[config.mk]
export PLATFORM = sky130hd
export DESIGN_NAME = imu_motion_scanner
export DESIGN_NICKNAME = d
export VERILOG_FILES = /design/src/rtl/imu_pkg.sv /design/src/rtl/axis_motion_eval.sv /design/src/rtl/imu_motion_scanner.sv
export SDC_FILE = /design/constraint.sdc
export NUM_CORES = 1
export LEC_CHECK = 0
export ABC_CLOCK_PERIOD_IN_PS = 10600
export CAP_MARGIN = 20
export CORE_MARGIN = 2
export CORE_UTILIZATION = 26
export CTS_BUF_LIST = sky130_fd_sc_hd__clkbuf_8
export DETAILED_ROUTE_END_ITERATION = 8
export SETUP_SLACK_MARGIN = 0.15
export SLEW_MARGIN = 25
export SYNTH_ARGS = -nofsm -noshare
export SYNTH_HDL_FRONTEND = slang
export SYNTH_SLANG_ARGS = --single-unit
export TNS_END_PERCENT = 1
[constraint.sdc]
create_clock -name clk -period 10.6 [get_ports clk]
set_input_delay 3.18 -clock clk [delete_from_list [all_inputs] [get_ports clk]]
set_output_delay 3.18 -clock clk [all_outputs]
set_load 0.01 [all_outputs]
[src/rtl/imu_pkg.sv]
// Shared types and MPU-6050 constants for the IMU motion scanner.
package imu_pkg;

    typedef enum logic [2:0] {
        INIT_REG,
        INIT_DATA,
        IDLE,
        SET_PTR,
        READ,
        EVAL,
        BACKOFF
    } scan_state_e;

    localparam logic [7:0] MPU_ACCEL_XOUT_H = 8'h3B;
    localparam logic [7:0] MPU_PWR_MGMT_1   = 8'h6B;
    localparam logic [7:0] MPU_DEV_ADDR     = 8'h68;

    typedef logic signed [15:0] sample_t;

endpackage

[src/rtl/axis_motion_eval.sv]
// Per-axis motion detector: scan-to-scan |delta| against a threshold with a
// hold counter that keeps the flag up for a number of scans.
module axis_motion_eval
    import imu_pkg::*;
#(
    parameter logic [15:0] THRESH     = 16'd1024,
    parameter int          HOLD_SCANS = 4
) (
    input  logic    clk,
    input  logic    reset_n,
    input  logic    eval_strobe,
    input  logic    prev_valid,
    input  sample_t new_sample,
    input  sample_t prev_sample,
    output logic    move
);

    localparam int HW = $clog2(HOLD_SCANS + 1);
    localparam logic [HW-1:0] HOLD_LOAD = HW'(HOLD_SCANS);
    localparam logic [HW-1:0] HOLD_ONE  = HW'(1);

    logic signed [16:0] delta;
    logic [16:0]        abs_delta;
    logic               exceed;
    logic [HW-1:0]      hold_q, hold_d;

    // An invalid previous sample clears the hold so a re-synced sensor starts quiet.
    always_comb begin
        delta     = {new_sample[15], new_sample} - {prev_sample[15], prev_sample};
        abs_delta = delta[16] ? $unsigned(-delta) : $unsigned(delta);
        exceed    = abs_delta > {1'b0, THRESH};
        hold_d    = hold_q;
        if (eval_strobe) begin
            if (!prev_valid) begin
                hold_d = '0;
            end else if (exceed) begin
                hold_d = HOLD_LOAD;
            end else if (hold_q != '0) begin
                hold_d = hold_q - HOLD_ONE;
            end
        end
    end

    always_ff @(posedge clk or negedge reset_n) begin
        if (!reset_n) begin
            hold_q <= '0;
        end else begin
            hold_q <= hold_d;
        end
    end

    assign move = (hold_q != '0);

endmodule

[src/rtl/imu_motion_scanner.sv]
// Periodic I2C register-scan sequencer for an MPU-6050 style IMU: wakes the
// sensor, reads N_AXES big-endian axis words per scan and flags motion.
module imu_motion_scanner
    import imu_pkg::*;
#(
    parameter int          N_AXES     = 3,
    parameter logic [7:0]  BASE_REG   = MPU_ACCEL_XOUT_H,
    parameter logic [7:0]  WAKE_REG   = MPU_PWR_MGMT_1,
    parameter logic [15:0] THRESH     = 16'd1024,
    parameter logic [23:0] SCAN_DIV   = 24'd500000,
    parameter int          HOLD_SCANS = 4
) (
    input  logic                  clk,
    input  logic                  reset_n,
    input  logic                  enable,
    output logic                  i2c_req,
    output logic                  i2c_rw,
    output logic [7:0]            i2c_wdata,
    output logic                  i2c_stop,
    input  logic                  i2c_ack,
    input  logic                  i2c_rvalid,
    input  logic [7:0]            i2c_rdata,
    input  logic                  i2c_nack,
    output logic [16*N_AXES-1:0]  sample,
    output logic                  sample_valid,
    output logic [N_AXES-1:0]     axis_move,
    output logic                  movement,
    output logic [7:0]            nack_count
);

    localparam int RW = $clog2(2 * N_AXES) + 1;
    localparam logic [RW-1:0] RD_LAST   = RW'(2 * N_AXES - 1);
    localparam logic [RW-1:0] RD_ONE    = RW'(1);
    localparam logic [23:0]   TIMER_MAX = SCAN_DIV - 24'd1;

    scan_state_e           state_q, state_d;
    logic [23:0]           timer_q, timer_d;
    logic                  req_q, req_d, rw_q, rw_d, stop_q, stop_d;
    logic [7:0]            wdata_q, wdata_d;
    logic                  await_q, await_d;
    logic [RW-1:0]         rd_cnt_q, rd_cnt_d;
    logic [16*N_AXES-1:0]  shadow_q, shadow_d, sample_q, sample_d;
    logic                  sample_valid_q, sample_valid_d;
    logic                  prev_valid_q, prev_valid_d;
    logic [7:0]            nack_cnt_q, nack_cnt_d;
    logic                  eval_strobe;
    int                    byte_off;

    // Command fields are registered when req rises so they stay stable until ack.
    always_comb begin
        state_d        = state_q;
        timer_d        = (timer_q == TIMER_MAX) ? timer_q : timer_q + 24'd1;
        req_d          = req_q;
        rw_d           = rw_q;
        wdata_d        = wdata_q;
        stop_d         = stop_q;
        await_d        = await_q;
        rd_cnt_d       = rd_cnt_q;
        shadow_d       = shadow_q;
        sample_d       = sample_q;
        sample_valid_d = 1'b0;
        prev_valid_d   = prev_valid_q;
        nack_cnt_d     = nack_cnt_q;
        eval_strobe    = 1'b0;
        byte_off       = 16 * (int'(rd_cnt_q) >> 1) + (rd_cnt_q[0] ? 0 : 8);

        case (state_q)
            INIT_REG, INIT_DATA, SET_PTR: begin
                if (!req_q) begin
                    req_d   = 1'b1;
                    rw_d    = 1'b0;
                    wdata_d = (state_q == INIT_REG) ? WAKE_REG :
                              (state_q == SET_PTR)  ? BASE_REG : 8'h00;
                    stop_d  = (state_q != INIT_REG);
                end else if (i2c_ack) begin
                    req_d    = 1'b0;
                    rd_cnt_d = '0;
                    state_d  = (state_q == INIT_REG)  ? INIT_DATA :
                               (state_q == INIT_DATA) ? IDLE : READ;
                end
            end
            IDLE: begin
                if (timer_q == TIMER_MAX && enable) begin
                    timer_d = '0;
                    state_d = SET_PTR;
                end
            end
            READ: begin
                if (req_q && i2c_ack) begin
                    req_d   = 1'b0;
                    await_d = 1'b1;
                end else if (!req_q && !await_q) begin
                    req_d   = 1'b1;
                    rw_d    = 1'b1;
                    wdata_d = 8'h00;
                    stop_d  = (rd_cnt_q == RD_LAST);
                end
                if (i2c_rvalid && (await_q || (req_q && i2c_ack))) begin
                    shadow_d[byte_off +: 8] = i2c_rdata;
                    await_d = 1'b0;
                    if (rd_cnt_q == RD_LAST) begin
                        state_d = EVAL;
                    end else begin
                        rd_cnt_d = rd_cnt_q + RD_ONE;
                    end
                end
            end
            EVAL: begin
                eval_strobe    = 1'b1;
                sample_d       = shadow_q;
                sample_valid_d = 1'b1;
                prev_valid_d   = 1'b1;
                state_d        = IDLE;
            end
            BACKOFF: begin
                if (timer_q == TIMER_MAX) begin
                    state_d = INIT_REG;
                end
            end
            default: state_d = INIT_REG;
        endcase

        // A NACK overrides any concurrent ack or data byte.
        if (i2c_nack) begin
            state_d        = BACKOFF;
            timer_d        = '0;
            req_d          = 1'b0;
            await_d        = 1'b0;
            rd_cnt_d       = '0;
            shadow_d       = shadow_q;
            sample_d       = sample_q;
            sample_valid_d = 1'b0;
            prev_valid_d   = 1'b0;
            eval_strobe    = 1'b0;
            nack_cnt_d     = (nack_cnt_q == 8'hFF) ? nack_cnt_q : nack_cnt_q + 8'd1;
        end
    end

    always_ff @(posedge clk or negedge reset_n) begin
        if (!reset_n) begin
            state_q        <= INIT_REG;
            timer_q        <= '0;
            req_q          <= 1'b0;
            rw_q           <= 1'b0;
            wdata_q        <= '0;
            stop_q         <= 1'b0;
            await_q        <= 1'b0;
            rd_cnt_q       <= '0;
            shadow_q       <= '0;
            sample_q       <= '0;
            sample_valid_q <= 1'b0;
            prev_valid_q   <= 1'b0;
            nack_cnt_q     <= '0;
        end else begin
            state_q        <= state_d;
            timer_q        <= timer_d;
            req_q          <= req_d;
            rw_q           <= rw_d;
            wdata_q        <= wdata_d;
            stop_q         <= stop_d;
            await_q        <= await_d;
            rd_cnt_q       <= rd_cnt_d;
            shadow_q       <= shadow_d;
            sample_q       <= sample_d;
            sample_valid_q <= sample_valid_d;
            prev_valid_q   <= prev_valid_d;
            nack_cnt_q     <= nack_cnt_d;
        end
    end

    // The published sample doubles as the previous scan for delta evaluation.
    for (genvar i = 0; i < N_AXES; i++) begin : g_axis
        axis_motion_eval #(
            .THRESH     (THRESH),
            .HOLD_SCANS (HOLD_SCANS)
        ) u_eval (
            .clk         (clk),
            .reset_n     (reset_n),
            .eval_strobe (eval_strobe),
            .prev_valid  (prev_valid_q),
            .new_sample  (shadow_q[16*i +: 16]),
            .prev_sample (sample_q[16*i +: 16]),
            .move        (axis_move[i])
        );
    end

    assign i2c_req      = req_q;
    assign i2c_rw       = rw_q;
    assign i2c_wdata    = wdata_q;
    assign i2c_stop     = stop_q;
    assign sample       = sample_q;
    assign sample_valid = sample_valid_q;
    assign movement     = |axis_move;
    assign nack_count   = nack_cnt_q;

endmodule

### Word-level counts from Yosys, hierarchy flattened

Cells that the tools add are included.

* input port bits: 14
* latch bits: 0
* memories: 0
* memory bits (writable): 0
* register bits after elaboration: 158
* memory bits (read-only): 0
* output and inout port bits: 72
* logic and storage cells: 151

* div/mod/pow operators: 0
* order comparisons: 3
* $add $sub $neg: 14
* bitwise gates (word level): 2
* muxes and demuxes: 61
* multiply operators: 0
* reductions and logical operators: 30
* eq/ne operators: 23
* shift-type cells: 2

Operators by type and width (count)
* $mux 24: 4
* $mux 3: 18
* $gt 17x11->1 const B: 3
* $mux 17: 3
* $neg 17->17: 3
* $sub 16x16->17: 3
* $bwmux 48: 1
* $shift 8x33->48 const A: 1
* $shiftx 8x33->48: 1
* $neg 8->33: 1
* $add 24x1->24 const B: 1
* $eq 24x19->1 const B: 1
* $mux 4: 6
* $mux 8: 3
* $ne 3x3->1 const B: 7
* $mux 1: 18
* $reduce_bool 3->1: 6
* $pmux 8 s2: 1
* $pmux 3 s5: 1
* $reduce_and 2->1: 7
* $eq 3x3->1 const B: 3
* $ne 3x1->1 const B: 3
* $sub 3x1->3 const B: 3
* $add 7x4->8: 1
* 23 further kinds: 36

### Depth between registers and ports, before layout

Gate-level depths: netlist of run 1.

* depth after elaboration: 7
* depth in mapped cells: 15
* mapped depth without buffers: 15

### Hierarchy

A second synthesis of run 1 with hierarchy kept.

* cell total of the unflattened synthesis: 1230
* area total of the unflattened synthesis: 11467.2 um2

Modules (own cells, without submodules)
* imu_motion_scanner: cells an instance 544, area an instance 6617.6 um2, instances 1
* axis_motion_eval at g_axis[0].u_eval ...: cells an instance 225, area an instance 1594.0 um2, instances 2
* axis_motion_eval at g_axis[1].u_eval: cells an instance 236, area an instance 1661.6 um2, instances 1

### Worst setup path before layout of run 1

Ideal clock, no wire load.

* kind: input to register
* start: in i2c_ack
* end: reg shadow_q[24]
* setup slack: 5672 ps
* library setup time: 125 ps
* stages: 8
* data arrival time: 4803 ps
* path through: and2_1 clkbuf_1 o21ai_0 nor3_1 and3_1 and2_1 clkbuf_1 mux2_2

* word-level cells in the longest chain between the ends: 4

Ends and longest elaborated chain
* start, declared: line imu_motion_scanner.sv:20 `input logic i2c_ack,`
* $logic_and 1x1->1: line imu_motion_scanner.sv:98 `if (i2c_rvalid && (await_q || (req_q && i2c_ack))) begin`
* $logic_or 1x1->1: line imu_motion_scanner.sv:98
* $logic_and 1x1->1: line imu_motion_scanner.sv:98
* $reduce_and 3->1 (no line)
* end signal, assigned: line imu_motion_scanner.sv:163 `shadow_q <= shadow_d;`
* end, declared: line imu_motion_scanner.sv:42 `logic [16*N_AXES-1:0] shadow_q, shadow_d, sample_q, sample_d;`

Every way passes these cells.
A chain may end at the register's enable or synchronous reset.

### Worst setup path after layout of run 1

* start: in i2c_nack
* end: reg g_axis[1].u_eval.hold_q[0]

* word-level cells in the longest chain between the ends: 2

Ends and longest elaborated chain
* start, declared: line imu_motion_scanner.sv:23 `input logic i2c_nack,`
* $mux 1: line imu_motion_scanner.sv:124 `if (i2c_nack) begin`
* $reduce_and 2->1 (no line)
* end signal, assigned: line axis_motion_eval.sv:48 `hold_q <= hold_d;`
* end, declared: line axis_motion_eval.sv:25 `logic [HW-1:0] hold_q, hold_d;`

Every way passes these cells.

==> results of run 1 <==
==> cells by family after synthesis <==
logic type                 share of synthesized area [%]
muxes                                              2.265
other                                            0.03378
xor gates and xnor gates                           6.120
adders and majority gates                          8.430
AOI/OAI and AO/OA                                  22.00
DFF                                                34.49
buffers and inverters                              5.691
and+or+nand+nor                                    20.97
==> state kept, by name (all words and copies together) (netlist names), 3 cells and up <==
name / flops
i2c_wdata: 3
rd_cnt_q: 4
timer_q: 24
shadow_q: 48
g_axis.u_eval.hold_q: 9
sample: 48
nack_count: 8
state_q: 3
==> layer usage <==
layer,share of wire (%),wire length (um),vias up
met1,49,14220,4764
met2,46,13350,196
met3,4.8,1408,25
met5,0.092,27,-
met4,0.92,270,4
li1,-,-,4831
==> layout by cell type (no fill, tap or decap), types with 43 or more instances in the layout <==
cell,synthesis,layout
nor2_1,92,92
clkdlybuf4s50_1,0,82
a21oi_1,58,58
inv_1,99,99
xnor2_1,43,43
nand3_1,51,51
nand2_1,161,161
dfrtp_1,153,153
ha_1,70,70
o21ai_0,130,130
==> area by class of cell <==
type / count / area, um^2
Fill cell: 4482 / 29260
Timing Repair Buffer: 86 / 858.3
Inverter: 99 / 371.6
Multi-Input combinational cell: 1017 / 6650
Clock buffer: 18 / 247.7
Sequential cell: 153 / 3829
Clock inverter: 13 / 145.1
Tap cell: 539 / 674.4
==> critical path: stages <==
cell and delay, ns:
clkdlybuf4s50_1 0.63, nand3b_1 0.67, inv_2 0.15, buf_4 0.63
nand2_1 0.17, o21ai_0 0.21, a32o_1 0.18
==> per-stage QoR <==
stage	area, um^2	hold WS, ns
after CTS	12770	0.4829
after floorplan	11110	0.4485
after global routing	12780	0.5103
after global placement	12370	0.4605
after detailed placement	12370	0.4670
final	12780	0.4844
==> power by group <==
part           total [W]  leakage, nW  internal [W]  switching [W]
sequential      0.000636         1.86      0.000606      0.0000292
clock           0.000467        0.203      0.000217       0.000250
combinational   0.000225         3.50     0.0000978       0.000127
==> final timing paths <==
path	start	end	slack (ns)
min in group asynchronous	reset_n	nack_count[0]	2.72
min	shadow_q[16]	shadow_q[16]	0.48
max	i2c_nack	g_axis[1].u_eval.hold_q[0]	5.09
max in group asynchronous	reset_n	sample[1]	6.70
min reg2reg	shadow_q[16]	shadow_q[16]	0.48
max reg2reg	rd_cnt_q[0]	shadow_q[13]	6.31
==> results.yml, run 1 <==
sta:
  finalWorstSetupSlack_ns: 5.091
  tns_ns: 0
  skew_ns: 0.01752
  slew_headroom_pct: 38.77
  worst_pin_slew_ns: 0.9185
  finalHoldViolCount: 0
  drv_slew: 0
  fin_crit_sh_pct: 51.98
  setup_violations: 0
  period_minus_slack_ns: 5.509
  rsz0062_at_grt: "false"
  fmax_mhz: 181.5
floorplanning:
  core_area_um2: 42040
  dieWidth_um: 210.6
  die_h_um: 210.6
  die-area_um2: 44370
  io_pins: 86
  rows: 75
  start_util_pct: 26.41
critical_path:
  cp_data_required_time_ns: 11.03
  timing_worst_setup_path_type: "input port to flop"
  critPathCaptureType: "flop"
  rr_worst_depth: 11
  start_kind: "input port"
  cp.arrival_ns: 5.94
  critPathMaxFanout: 97
cts:
  clkLatencyLatePin_ns: 0.49
  cts_buffers: 17
  htree_num_levels: 4
  root_buffer: "clkbuf_8"
  clockBufferDepth: 2
  ctsHoldBuffers: 0
  cts_tree: "done"
  cts_resized: 0
  cts_sinks: 153
  cts.clk_slew.worst_paths_ns: 0.09
  post-cts-setup-buffers: 0
final_layout:
  stdcell_count: 1925
  finish.net_count: 1461
  fin_util_pct: 30.39
  layout-drive-gt1-share_pct: 5.411
  n_antenna_cell: 0
  syn_to_final_growth_pct: 15.08
route:
  routed_wl_um: 29280
  wl_per_cell_um: 15.21
  drtAntennaViolNets: 0
  avgViaCountPerCell: 5.101
  drtIter0Drc: 561
  vias: 9820
  drtPass1Iterations: 6
  drcViolationCount: 0
global_routing:
  track_usage_pct: 13.22
  grt_max_degree: 98
  met3_usage_pct: 3.033
  grt-ovfl-total: 0
  grt_pass1_wl_um: 47670
  met1_usage_pct: 18.01
  antenna_found_initial: 2
  top_usage_layer: "met2"
  grt_pass1_vias: 9340
  grt_util_met2_pct: 21.44
placement:
  dp_cells: 1894
  dpl_worst_slack_ns: 4.662
  gp_congestion: 0.8457
  dpl.hpwl_um: 21930
  port-buffer-count: 83
synth:
  yosysTopAreaCell: "dfrtp_1"
  synth_common_cells: "nand2_1, dfrtp_1, o21ai_0"
  synth_ff_type: "dfrtp_1"
  yosysMostFrequentCell: "nand2_1"
  syn_inst: 1325
  yosys-top-cells-area: "dfrtp_1, ha_1, o21ai_0, nand2_1, xnor2_1"
  ys_seq_elements: 153
  avgSynthCellArea_um2: 8.379
  synth_seq_area_share_pct: 34.49
  netlist_area_um2: 11100
  synth_edf_count: 0
  synth_top_area_share_pct: 34.49
  synth_warnings: 0
  ys_types: 90
  synthArstFlopShare_pct: 100.0
worst_hold_path:
  hold_path_class: "flop to flop"
  hold_depth: 2
outcome:
  outcome: "complete, no violations"
pwr:
  power_density_nw_per_um2: 103.9
  power_w: 0.001328
  peakVddDrop_uv: 95.56
  p_leak_nw: 5.568
flow_run:
  cap_violations: 0
Power figures use the tool's default switching activity.
==> inputs of run 2 (changes only) <==
- ABC_CLOCK_PERIOD_IN_PS: 10600 -> 4700
- clock period: 10.6 -> 4.7 ns (I/O delays scaled with it)
==> results.yml, run 2 (synthesis gave the netlist of run 1 again) <==
outcome:
  outcome: "complete, no violations"
cts:
  post-cts-setup-buffers: 0
  clkLatencyLatePin_ns: 0.46
  clockBufferDepth: 2
  cts_tree: "done"
  root_buffer: "clkbuf_8"
  ctsHoldBuffers: 0
  cts_resized: 0
  htree_num_levels: 4
  cts_buffers: 17
  cts.clk_slew.worst_paths_ns: 0.10
  cts_sinks: 153
worst_hold_path:
  hold_start: "g_axis[2].u_eval.hold_q[0]"
  hold_path_class: "flop to flop"
  min_to: "g_axis[2].u_eval.hold_q[0]"
  hold_depth: 1
critical_path:
  max_stage_delay_ns: 0.63
  critical_path.slowest_cell: "nor4_1"
  r2r_setup_slack_ns: 0.75
  rr_worst_depth: 14
  rr_startpoint: "shadow_q[32]"
  cp.arrival_ns: 4.34
  path_common_cell: "inv_1"
  cp_data_required_time_ns: 5.08
  crit_chain: "inv_1 > ha_1 > inv_1 > fa_1 > a21o_2 > a21oi_1 > xnor2_1 > nor4_1 > nand2_1 > nor3_1 > mux2_2 > a221oi_2 > a41oi_1 > o22ai_1"
  timing_worst_setup_path_type: "flop to flop"
  critPathMaxFanout: 6
  start_kind: "flop"
  rr_endpoint: "g_axis[2].u_eval.hold_q[1]"
  critPathCaptureType: "flop"
route:
  drtIter0Drc: 610
  routed_wl_um: 28950
  drtAntennaViolNets: 0
  avgViaCountPerCell: 5.001
  wl_per_cell_um: 14.98
  drtPass1Iterations: 5
  drcViolationCount: 0
  vias: 9666
floorplanning:
  rows: 75
  core_area_um2: 42040
  start_util_pct: 26.41
  io_pins: 86
  die-area_um2: 44370
  die_h_um: 210.6
  dieWidth_um: 210.6
sta:
  setup_violations: 0
  drv_slew: 0
  skew_ns: 0.01441
  slew_headroom_pct: 43.08
  finalHoldViolCount: 0
  fin_crit_sh_pct: 84.12
  tns_ns: 0
  rsz0062_at_grt: "false"
  period_minus_slack_ns: 3.954
  fmax_mhz: 252.9
  worst_pin_slew_ns: 0.8538
final_layout:
  finish.net_count: 1467
  layout-drive-gt1-share_pct: 5.887
  layout_commonest_cell: "nand2_1"
  mostFrequentLayoutCells: "nand2_1, dfrtp_1, o21ai_0"
  syn_to_final_growth_pct: 16.27
  stdcell_count: 1933
global_routing:
  grt-ovfl-total: 0
  antenna_found_initial: 3
  grt_pass1_vias: 9174
  track_usage_pct: 13.15
  grt_max_degree: 88
  grt_pass1_wl_um: 47380
pwr:
  p_leak_nw: 5.629
  power_density_nw_per_um2: 241.0
  peakVddDrop_uv: 220.6
flow_run:
  cap_violations: 0
placement:
  dpl.hpwl_um: 21860
  port-buffer-count: 83
  dp_cells: 1900
  gp_congestion: 0.8965
-- run 2: cell types whose count changed in the layout (fill, tap and decap cells not counted), sizes merged, moves of 2 or more --
cell	before	now
bufinv	2	4
clkinv	5	3
inv	104	102
buf	4	10
clkbuf	18	20
-- run 2: worst max-delay path by stage --
stage | from | end | slack (ns) | depth (start not counted)
global placement | i2c_nack | shadow_q[31] | 0.90 | 7
floorplan | sample[32] | g_axis[2].u_eval.hold_q[2] | 1.17 | 13
CTS | shadow_q[32] | g_axis[2].u_eval.hold_q[1] | 0.81 | 14
global route | shadow_q[32] | g_axis[2].u_eval.hold_q[1] | 0.33 | 14
finish | shadow_q[32] | g_axis[2].u_eval.hold_q[1] | 0.75 | 14
detailed placement | shadow_q[32] | g_axis[2].u_eval.hold_q[0] | 0.81 | 14
-- run 2: cell type report --
type                       count  area (um^2)
antenna                        1        2.502
clock buffer                  20        275.3
clock inverter                12        186.4
fill                        4482        29130
inverter                      99        371.6
multi-input combinational   1017         6645
sequential                   153         3829
tap                          539        674.4
timing repair buffer          92        924.6
-- run 2: where the power goes --
part	switching (W)	internal (W)	total, W	leakage (nW)
sequential	0.0000617	0.00137	0.00143	1.86
clock	0.000547	0.000629	0.00118	0.228
combinational	0.000283	0.000223	0.000506	3.54
-- run 2: per-layer routing --
layer | vias to the layer above | wire length, um | GRT usage (%)
li1 | 4856 | - | -
met1 | 4566 | 13890 | 17.91
met2 | 208 | 13100 | 21.21
met3 | 32 | 1505 | 2.825
met4 | 4 | 428 | 3.254
met5 | - | 30 | 0
-- run 2: critical path: cells and delay by family, from the launching register on --
kind	cells	cell delay (ns)
buf+inv	2	0.13
simple gates	3	1.14
fa+ha+maj	2	0.57
xor+xnor	1	0.17
mux	1	0.38
flops	1	0.39
compound gates	5	1.10
-- run 2: through the flow --
step           total power, W  hold WS, ns  worst slack [ns]  area [um^2]  utilization, %
2_1_floorplan        0.001747       0.4485             1.172        11110               -
3_3_place_gp         0.001952       0.4688            0.9030        12440           29.60
3_5_place_dp         0.001962       0.4760            0.8145        12440           29.60
4_1_cts              0.003163       0.4933            0.8081        12910           30.70
5_1_grt              0.003282       0.5054            0.3291        12910           30.70
6_report             0.003111       0.4926            0.7465        12910           30.71
